==> src/rtl/bcd_timer_ctrl.sv <==
// bcd_timer_ctrl: run controller and tick prescaler for a BCD digit chain.
// Optional lap capture register is built when BCD_TIMER_LAP_EN is defined.
module bcd_timer_ctrl #(
  parameter int DIGITS   = 4,
  parameter int PRESCALE = 1000
) (
  input  logic                  clk,
  input  logic                  reset,
  input  logic                  start,
  input  logic                  stop,
  input  logic                  clear,
  input  logic                  limit_en,
  input  logic [4*DIGITS-1:0]   limit,
  input  logic [4*DIGITS-1:0]   digits,
  input  logic                  lap_req,
  output logic                  count_en,
  output logic                  digit_clr,
  output logic [1:0]            state,
  output logic                  alarm,
  output logic                  overflow,
  output logic [4*DIGITS-1:0]   lap,
  output logic                  lap_valid
);

  localparam int PW = (PRESCALE > 1) ? $clog2(PRESCALE) : 1;
  localparam logic [PW-1:0] PMAX = PW'(PRESCALE - 1);

  localparam logic [1:0] S_IDLE   = 2'd0;
  localparam logic [1:0] S_RUN    = 2'd1;
  localparam logic [1:0] S_PAUSED = 2'd2;
  localparam logic [1:0] S_DONE   = 2'd3;

  logic [PW-1:0] pre;
  logic [1:0]    state_nxt;
  logic          all_nines;
  logic          match;
  logic          run;
  logic          tick;
  logic          alarm_set;
  logic          ovf_set;
  logic          pre_zero;
  logic          pre_adv;

  // Non-BCD nibbles simply fail the compare and count as not-9.
  always_comb begin
    all_nines = 1'b1;
    for (int i = 0; i < DIGITS; i++) begin
      if (digits[4*i +: 4] != 4'd9) all_nines = 1'b0;
    end
  end

  assign match = limit_en && (digits == limit);
  assign run   = (state == S_RUN);
  assign tick  = run && (pre == PMAX);

  assign count_en = reset && tick && !match
                  && !all_nines && !stop && !clear;

  always_comb begin
    state_nxt = state;
    alarm_set = 1'b0;
    ovf_set   = 1'b0;
    if (clear) begin
      state_nxt = S_IDLE;
    end else begin
      unique case (state)
        S_IDLE, S_PAUSED: begin
          if (start && !stop) state_nxt = S_RUN;
        end
        S_RUN: begin
          if (stop) begin
            state_nxt = S_PAUSED;
          end else if (match) begin
            state_nxt = S_DONE;
            alarm_set = 1'b1;
          end else if (tick && all_nines) begin
            state_nxt = S_DONE;
            ovf_set   = 1'b1;
          end
        end
        default: begin
          state_nxt = state;
        end
      endcase
    end
  end

  // A stop cycle holds the prescaler so a resume finishes the partial period.
  assign pre_zero = clear
                  || (state == S_IDLE && start && !stop);
  assign pre_adv  = run && !stop;

  always_ff @(posedge clk) begin
    if (!reset) begin
      state     <= S_IDLE;
      pre       <= '0;
      alarm     <= 1'b0;
      overflow  <= 1'b0;
      digit_clr <= 1'b1;
    end else begin
      state     <= state_nxt;
      digit_clr <= clear;
      if (clear)          alarm <= 1'b0;
      else if (alarm_set) alarm <= 1'b1;
      if (clear)        overflow <= 1'b0;
      else if (ovf_set) overflow <= 1'b1;
      if (pre_zero) begin
        pre <= '0;
      end else if (pre_adv) begin
        pre <= (pre == PMAX) ? '0 : pre + PW'(1);
      end
    end
  end

`ifdef BCD_TIMER_LAP_EN
  logic lap_ok;

  assign lap_ok = lap_req
                && (state == S_RUN || state == S_PAUSED);

  always_ff @(posedge clk) begin
    if (!reset || clear) begin
      lap       <= '0;
      lap_valid <= 1'b0;
    end else if (lap_ok) begin
      lap       <= digits;
      lap_valid <= 1'b1;
    end
  end
`else
  logic unused_lap_req;

  assign unused_lap_req = lap_req;
  assign lap            = '0;
  assign lap_valid      = 1'b0;
`endif

endmodule

==> config.mk <==
export PLATFORM = sky130hd
export DESIGN_NAME = bcd_timer_ctrl
export DESIGN_NICKNAME = d
export VERILOG_FILES = /design/src/rtl/bcd_timer_ctrl.sv
export SDC_FILE = /design/constraint.sdc
export NUM_CORES = 1
export LEC_CHECK = 0
export ABC_AREA = 1
export CAP_MARGIN = 10
export CORE_ASPECT_RATIO = 1.25
export CORE_UTILIZATION = 65
export CTS_BUF_LIST = sky130_fd_sc_hd__clkbuf_8
export CTS_CLUSTER_DIAMETER = 80
export DETAILED_ROUTE_END_ITERATION = 8
export DONT_BUFFER_PORTS = 1
export PLACE_DENSITY = 0.81
export SETUP_SLACK_MARGIN = 0.05
export SYNTH_ARGS = -nofsm -noshare
export SYNTH_HDL_FRONTEND = slang
export SYNTH_SLANG_ARGS = --single-unit
==> constraint.sdc <==
create_clock -name clk -period 1.5 [get_ports clk]
set_input_delay 0.15 -clock clk [delete_from_list [all_inputs] [get_ports clk]]
set_output_delay 0.15 -clock clk [all_outputs]
set_load 0.05 [all_outputs]
==> results of run 1 <==
Yosys cell counts:
| master | instances | share of area (%) |
|---|---|---|
| nand4_2 | 2 | 2.0 |
| o21bai_2 | 1 | 0.91 |
| nand2_2 | 1 | 0.51 |
| a21oi_1 | 8 | 3.2 |
| nor3b_2 | 1 | 1.0 |
| xor2_1 | 4 | 2.8 |
| nor2_2 | 1 | 0.51 |
| nand2_1 | 61 | 19 |
| nand3_1 | 6 | 2.4 |
| nor3b_1 | 3 | 1.8 |
| ha_1 | 1 | 1.0 |
| nor3_2 | 1 | 0.81 |
| nor2_1 | 28 | 8.5 |
| nor2_4 | 1 | 0.91 |
| nor3_1 | 3 | 1.2 |
| a211oi_1 | 2 | 1.2 |
| o21ai_1 | 1 | 0.40 |
| inv_1 | 38 | 12 |
| nand4_1 | 1 | 0.51 |
| conb_1 | 1 | 0.30 |
| o21a_1 | 1 | 0.61 |
| inv_2 | 1 | 0.30 |
| o21ai_0 | 4 | 1.6 |
| or2_2 | 3 | 1.5 |
| buf_4 | 17 | 10 |
| o31ai_2 | 1 | 1.0 |
| dfxtp_1 | 15 | 24 |
layout make-up:
class                           count  area (um2)  share of cell area [%]
Clock buffer                        3        41.3                    2.78
Tap cell                           19        23.8                    1.60
Clock inverter                      1        3.75                   0.253
Sequential cell                    15         312                    21.0
Timing Repair Buffer               20         165                    11.1
Inverter                           39         146                    9.87
Multi-Input combinational cell    152         791                    53.3
stage by stage:
step           cells  instance area (um2)  util, %  setup slack (ns)
3_3_place_gp     236                 1320     74.6            0.0561
4_1_cts          245                 1430     80.8            -0.115
3_5_place_dp     236                 1320     74.6            0.0122
5_1_grt          249                 1480     84.0            -0.212
6_report         249                 1480     84.0            -0.168
2_1_floorplan    223                 1330        -            0.0659
registers in the layout, summed over array words and instances, names as in the netlist:
register	flops
alarm	1
digit_clr	1
overflow	1
pre	10
state	2
cell usage in the layout, fill, tap and decap left out, types with 4 or more instances in the layout:
cell type,n
o21ai_0,4
inv_1,37
a21oi_1,5
nand3_1,6
xor2_1,4
conb_1,17
nand2_1,58
dfxtp_1,10
nand2_2,4
nor2_1,24
buf_4,18
what timing repair did:
item / 4_1_cts / 5_1_grt
pin swaps: 6 / 8
hold buffers: 0 / 1
hold endpoints to repair: 0 / 1
resized for setup: 9 / 8
setup buffers: 5 / 3
setup endpoints to repair: 3 / 9
gates cloned: 0 / 0
report_power, final:
group / internal, W / total, W / switching, W
Combinational: 0.0000477 / 0.000214 / 0.000166
Clock: 0.000181 / 0.000315 / 0.000134
Sequential: 0.000399 / 0.000406 / 0.00000675
worst min-delay path by stage:
stage	endpoint	slack [ns]	depth (start not counted)
floorplan	state[0]$_SDFFE_PP0P_	0.24	1
global placement	state[0]$_SDFFE_PP0P_	0.25	1
detailed placement	state[0]$_SDFFE_PP0P_	0.26	1
CTS	state[0]$_SDFFE_PP0P_	0.003	1
global route	pre[3]$_SDFFE_PP0P_	0.14	2
finish	pre[3]$_SDFFE_PP0P_	0.11	2
metal layers:
layer / vias up / track usage (%) / wire (um) / part of all wire, %
li1: 643 / - / - / -
met1: 590 / 28.1 / 1100 / 34
met2: 66 / 54.2 / 1720 / 54
met3: 19 / 3.54 / 228 / 7.1
met4: 0 / 13.3 / 163 / 5.1
met5: - / 0 / 0 / 0
worst max-delay path: stages (launching register included):
cell,delay (ns)
dfxtp_4,0.36
ha_4,0.14
inv_2,0.05
nor2_4,0.11
nand4_1,0.22
nor3_4,0.23
buf_12,0.16
logic make-up after synthesis:
group | synth area share (%)
AO/OA/AOI/OAI | 9.02
AND/OR/NAND/NOR | 40.3
adder cells (fa/ha/maj) | 1.01
other | 0.304
buffers and inverters | 22.2
XOR/XNOR | 2.84
flip-flops | 24.3
==> results.yml, run 1 <==
status:
  status: "complete, but fails checks"
  failed_checks: "negative setup slack"
worst_setup_path:
  rr_startpoint: "pre[0]$_SDFFE_PP0P_"
  end_kind: "primary output"
  r2r_cells: 9
  required_ns: 1.35
  critical_path_class: "register to primary output"
  critPathLaunchType: "register"
  crit_fanout: 3
  crit_start: "pre[0]$_SDFFE_PP0P_"
  crit_arrival_ns: 1.52
  r2r-end: "pre[9]$_SDFFE_PP0P_"
  rrSetupSlack_ns: -0.15
  cp-endpoint: "count_en"
grt:
  grt.overflow.total: 0
  grt_pass1_wl_mm: 4.13
  grt_use_total_pct: 28.9
  antenna_found_initial: 0
  grt_max_degree: 9
  grt_pass1_vias: 1112
detailed_routing:
  drt_wl_total_mm: 3.20
  vias: 1318
  drt_iter0_markers: 43
  vias_per_cell: 5.29
  drtPass1Iterations: 4
  drc_errors: 0
  routedWlPerCell_um: 12.9
  final_antenna_net_count: 0
die:
  start_util_pct: 70.0
  rows: 17
  die_height_um: 50.7
  die-area_mm2: 0.00208
  die_w_um: 41.0
  io_pins: 62
  core_area_mm2: 0.00177
sta:
  max_freq_mhz: 600
  rsz0062_at_grt: "true"
  hold_ws_ns: 0.111
  hold_violations: 0
  setup_viol: 9
  slew_violations: 0
  finalCritPeriodShare_pct: 111
  period_minus_slack_ns: 1.67
  skew_ns: 0.00222
  worst_slack_ns: -0.168
  tns_ns: -0.943
yosys:
  syn_area_per_cell_um2: 5.97
  syn_area_mm2: 0.00123
  netlist_instances: 207
  synth_cell_types: 27
  ys_seq_area_share_pct: 24.3
  synth-seq-cells: 15
  ys.warnings.count: 0
clock_network:
  tritoncts: "yes"
  clk-insertion-delay-late_ns: 0.24
  clkTransAtPathRegs_ns: 0.06
  cts_max_path_buffers: 2
  cts_made_buffers: 3
  cts_num_sinks: 15
  cts_root_buf: "clkbuf_8"
  htreeDepth: 1
flow_run:
  max_cap_violations: 0
power_and_ir_drop:
  power_leakage_nw: 0.736
  p_per_area_mw_per_mm2: 631
  ir_drop_mv: 0.630
  design_power_total_w: 0.000935
final_layout:
  drive_gt1_share_pct: 23.5
  area_growth_pct: 20.1
  fillers: 119
  final_nets: 271
  diodes: 0
placed_design:
  io_buffers: 0
  gp_congestion: 0.791
  dp_hpwl_mm: 2.09
min_path:
  hold_path_class: "input port to register"
  hp-start: "stop"
Power figures use the tool's default switching activity.
==> run 2, diff against run 1 <==
--- a/config.mk
+++ b/config.mk
@@ -8,6 +8,7 @@
 export ABC_AREA = 1
 export CAP_MARGIN = 10
 export CORE_ASPECT_RATIO = 1.25
+export CORE_MARGIN = 2
 export CORE_UTILIZATION = 65
 export CTS_BUF_LIST = sky130_fd_sc_hd__clkbuf_8
 export CTS_CLUSTER_DIAMETER = 80
==> results.yml, run 2 (synthesized netlist as in run 1, its figures left out) <==
worst_setup_path:
  r2r-end: "state[1]$_SDFFE_PP0P_"
  r2r_cells: 11
  end_kind: "primary output"
  rr_startpoint: "pre[1]$_SDFFE_PP0P_"
  crit_arrival_ns: 1.41
  rrSetupSlack_ns: -0.04
  critPathLaunchType: "register"
  worstPathCellList: "ha_4 > inv_2 > nor2_2 > nand4_1 > nor3_4 > buf_12"
  critical_path_class: "register to primary output"
  required_ns: 1.35
  crit_family: "simple AND/OR/NAND/NOR gates"
  critPathBufInv: 2
  crit_start: "pre[1]$_SDFFE_PP0P_"
  cp_slowest_cell: "dfxtp_2"
  crit_fanout: 2
  max_stage_delay_ns: 0.35
detailed_routing:
  wl_met1_um: 978
  drtPass1Iterations: 6
  drc_errors: 0
  wl_met3_um: 213
  top_layer: "met4"
  drt_iter0_markers: 13
  vias_per_cell: 5.21
  met2_length_mm: 1.66
  vias: 1267
  final_antenna_net_count: 0
  drt_wl_total_mm: 2.95
  routedWlPerCell_um: 12.1
die:
  die_height_um: 52.7
  rows: 17
  io_pins: 62
  core_area_mm2: 0.00179
  die_w_um: 43.0
  die-area_mm2: 0.00227
  start_util_pct: 69.1
power_and_ir_drop:
  p_per_area_mw_per_mm2: 637
  power_leakage_nw: 0.715
  ir_drop_mv: 0.632
  design_power_total_w: 0.000927
final_layout:
  layout_commonest_cell: "nand2_1"
  layout.cells.non_filler: 243
  regMostFlops: "pre"
  mostFrequentLayoutCells: "nand2_1, inv_1, nor2_1"
  area_growth_pct: 17.9
  drive_gt1_share_pct: 21.9
  diodes: 0
  top_regs: "pre (10), state (2)"
  fillers: 136
  final_area_mm2: 0.00146
  largest_reg_flops: 10
  final_nets: 265
placed_design:
  dp_hpwl_mm: 2.17
  io_buffers: 0
  gp_congestion: 0.804
  placed_cell_area_mm2: 0.00131
  dp.cells: 235
grt:
  grt_pass1_vias: 1150
  grt_pass1_wl_mm: 4.15
  grt_use_total_pct: 24.0
  antenna_found_initial: 0
  grt_max_degree: 9
  grt.overflow.total: 0
status:
  failed_checks: "negative setup slack"
  status: "complete, but fails checks"
min_path:
  hold_path_class: "input port to register"
  hp-start: "stop"
  min_to: "overflow$_SDFFE_PP0P_"
  hold_depth: 3
clock_network:
  cts_made_buffers: 3
  tritoncts: "yes"
  cts_max_path_buffers: 2
  cts_root_buf: "clkbuf_8"
  clkTransAtPathRegs_ns: 0.06
  cts_num_sinks: 15
  htreeDepth: 1
  clk-insertion-delay-late_ns: 0.24
sta:
  worst_slack_ns: -0.0609
  tns_ns: -0.138
  finalCritPeriodShare_pct: 104
  skew_ns: 0.000775
  slew_violations: 0
  max_freq_mhz: 641
  period_minus_slack_ns: 1.56
  setup_viol: 3
  rsz0062_at_grt: "true"
  hold_violations: 0
flow_run:
  max_cap_violations: 0
run 2: cell count changes in the layout (fill, tap and decap cells not counted), moves of 2 or more:
| cell | before | now |
|---|---|---|
| buf_4 | 18 | 12 |
| inv_1 | 37 | 35 |
| inv_2 | 3 | 5 |
| nor3b_2 | 1 | 3 |
| nand2_1 | 58 | 60 |
| nand2_2 | 4 | 1 |
| nor3b_1 | 3 | 1 |
run 2: worst max path at each step:
stage          depth (start not counted)             endpoint
4_1_cts                                6             count_en
6_report                               6             count_en
3_5_place_dp                           7  pre[9]$_SDFFE_PP0P_
5_1_grt                                5             count_en
3_3_place_gp                           7  pre[9]$_SDFFE_PP0P_
2_1_floorplan                          5             count_en
run 2: cell type report:
class | instances | area (um2) | share of cell area [%]
clock inverters | 1 | 3.75 | 0.258
multi-input cells | 152 | 811 | 55.7
well taps | 19 | 23.8 | 1.63
clock buffers | 3 | 41.3 | 2.84
flip-flops and latches | 15 | 310 | 21.3
inverters | 39 | 146 | 10.1
repair buffers | 14 | 120 | 8.25
run 2: what timing repair did:
action / 4_1_cts / 5_1_grt
endpoints found under the hold margin: 1 / 0
hold buffers: 1 / 0
gates resized for setup: 9 / 11
pin swaps: 4 / 11
setup endpoints to repair: 5 / 9
buffers inserted: 3 / 1
run 2: worst min-delay path, delay by kind of cell:
kind                   cells  cell delay [ns]
and+or+nand+nor            1             0.08
AOI/OAI and AO/OA          1             0.06
buffers and inverters      1             0.03
run 2: metrics by stage:
step                hold slack [ns]  setup WS [ns]  utilization, %
floorplan                     0.235         0.0659               -
global placement              0.244         0.0341            73.3
detailed placement            0.243        -0.0223            73.3
CTS                           0.120        -0.0870            79.1
global route                  0.127         -0.153            81.5
finish                        0.124        -0.0609            81.5
run 2: routing by layer:
metal  global-route usage [%]  vias to the layer above
met5                        0                        -
met1                     20.1                      570
met4                     12.1                        0
met3                     4.14                       12
li1                         -                      628
met2                     51.3                       57
run 2: where the power goes:
part	internal, W	total [W]	switching (W)
Sequential	0.000399	0.000407	0.00000815
Combinational	0.0000470	0.000207	0.000160
Clock	0.000181	0.000313	0.000132
Total	0.000627	0.000927	0.000301
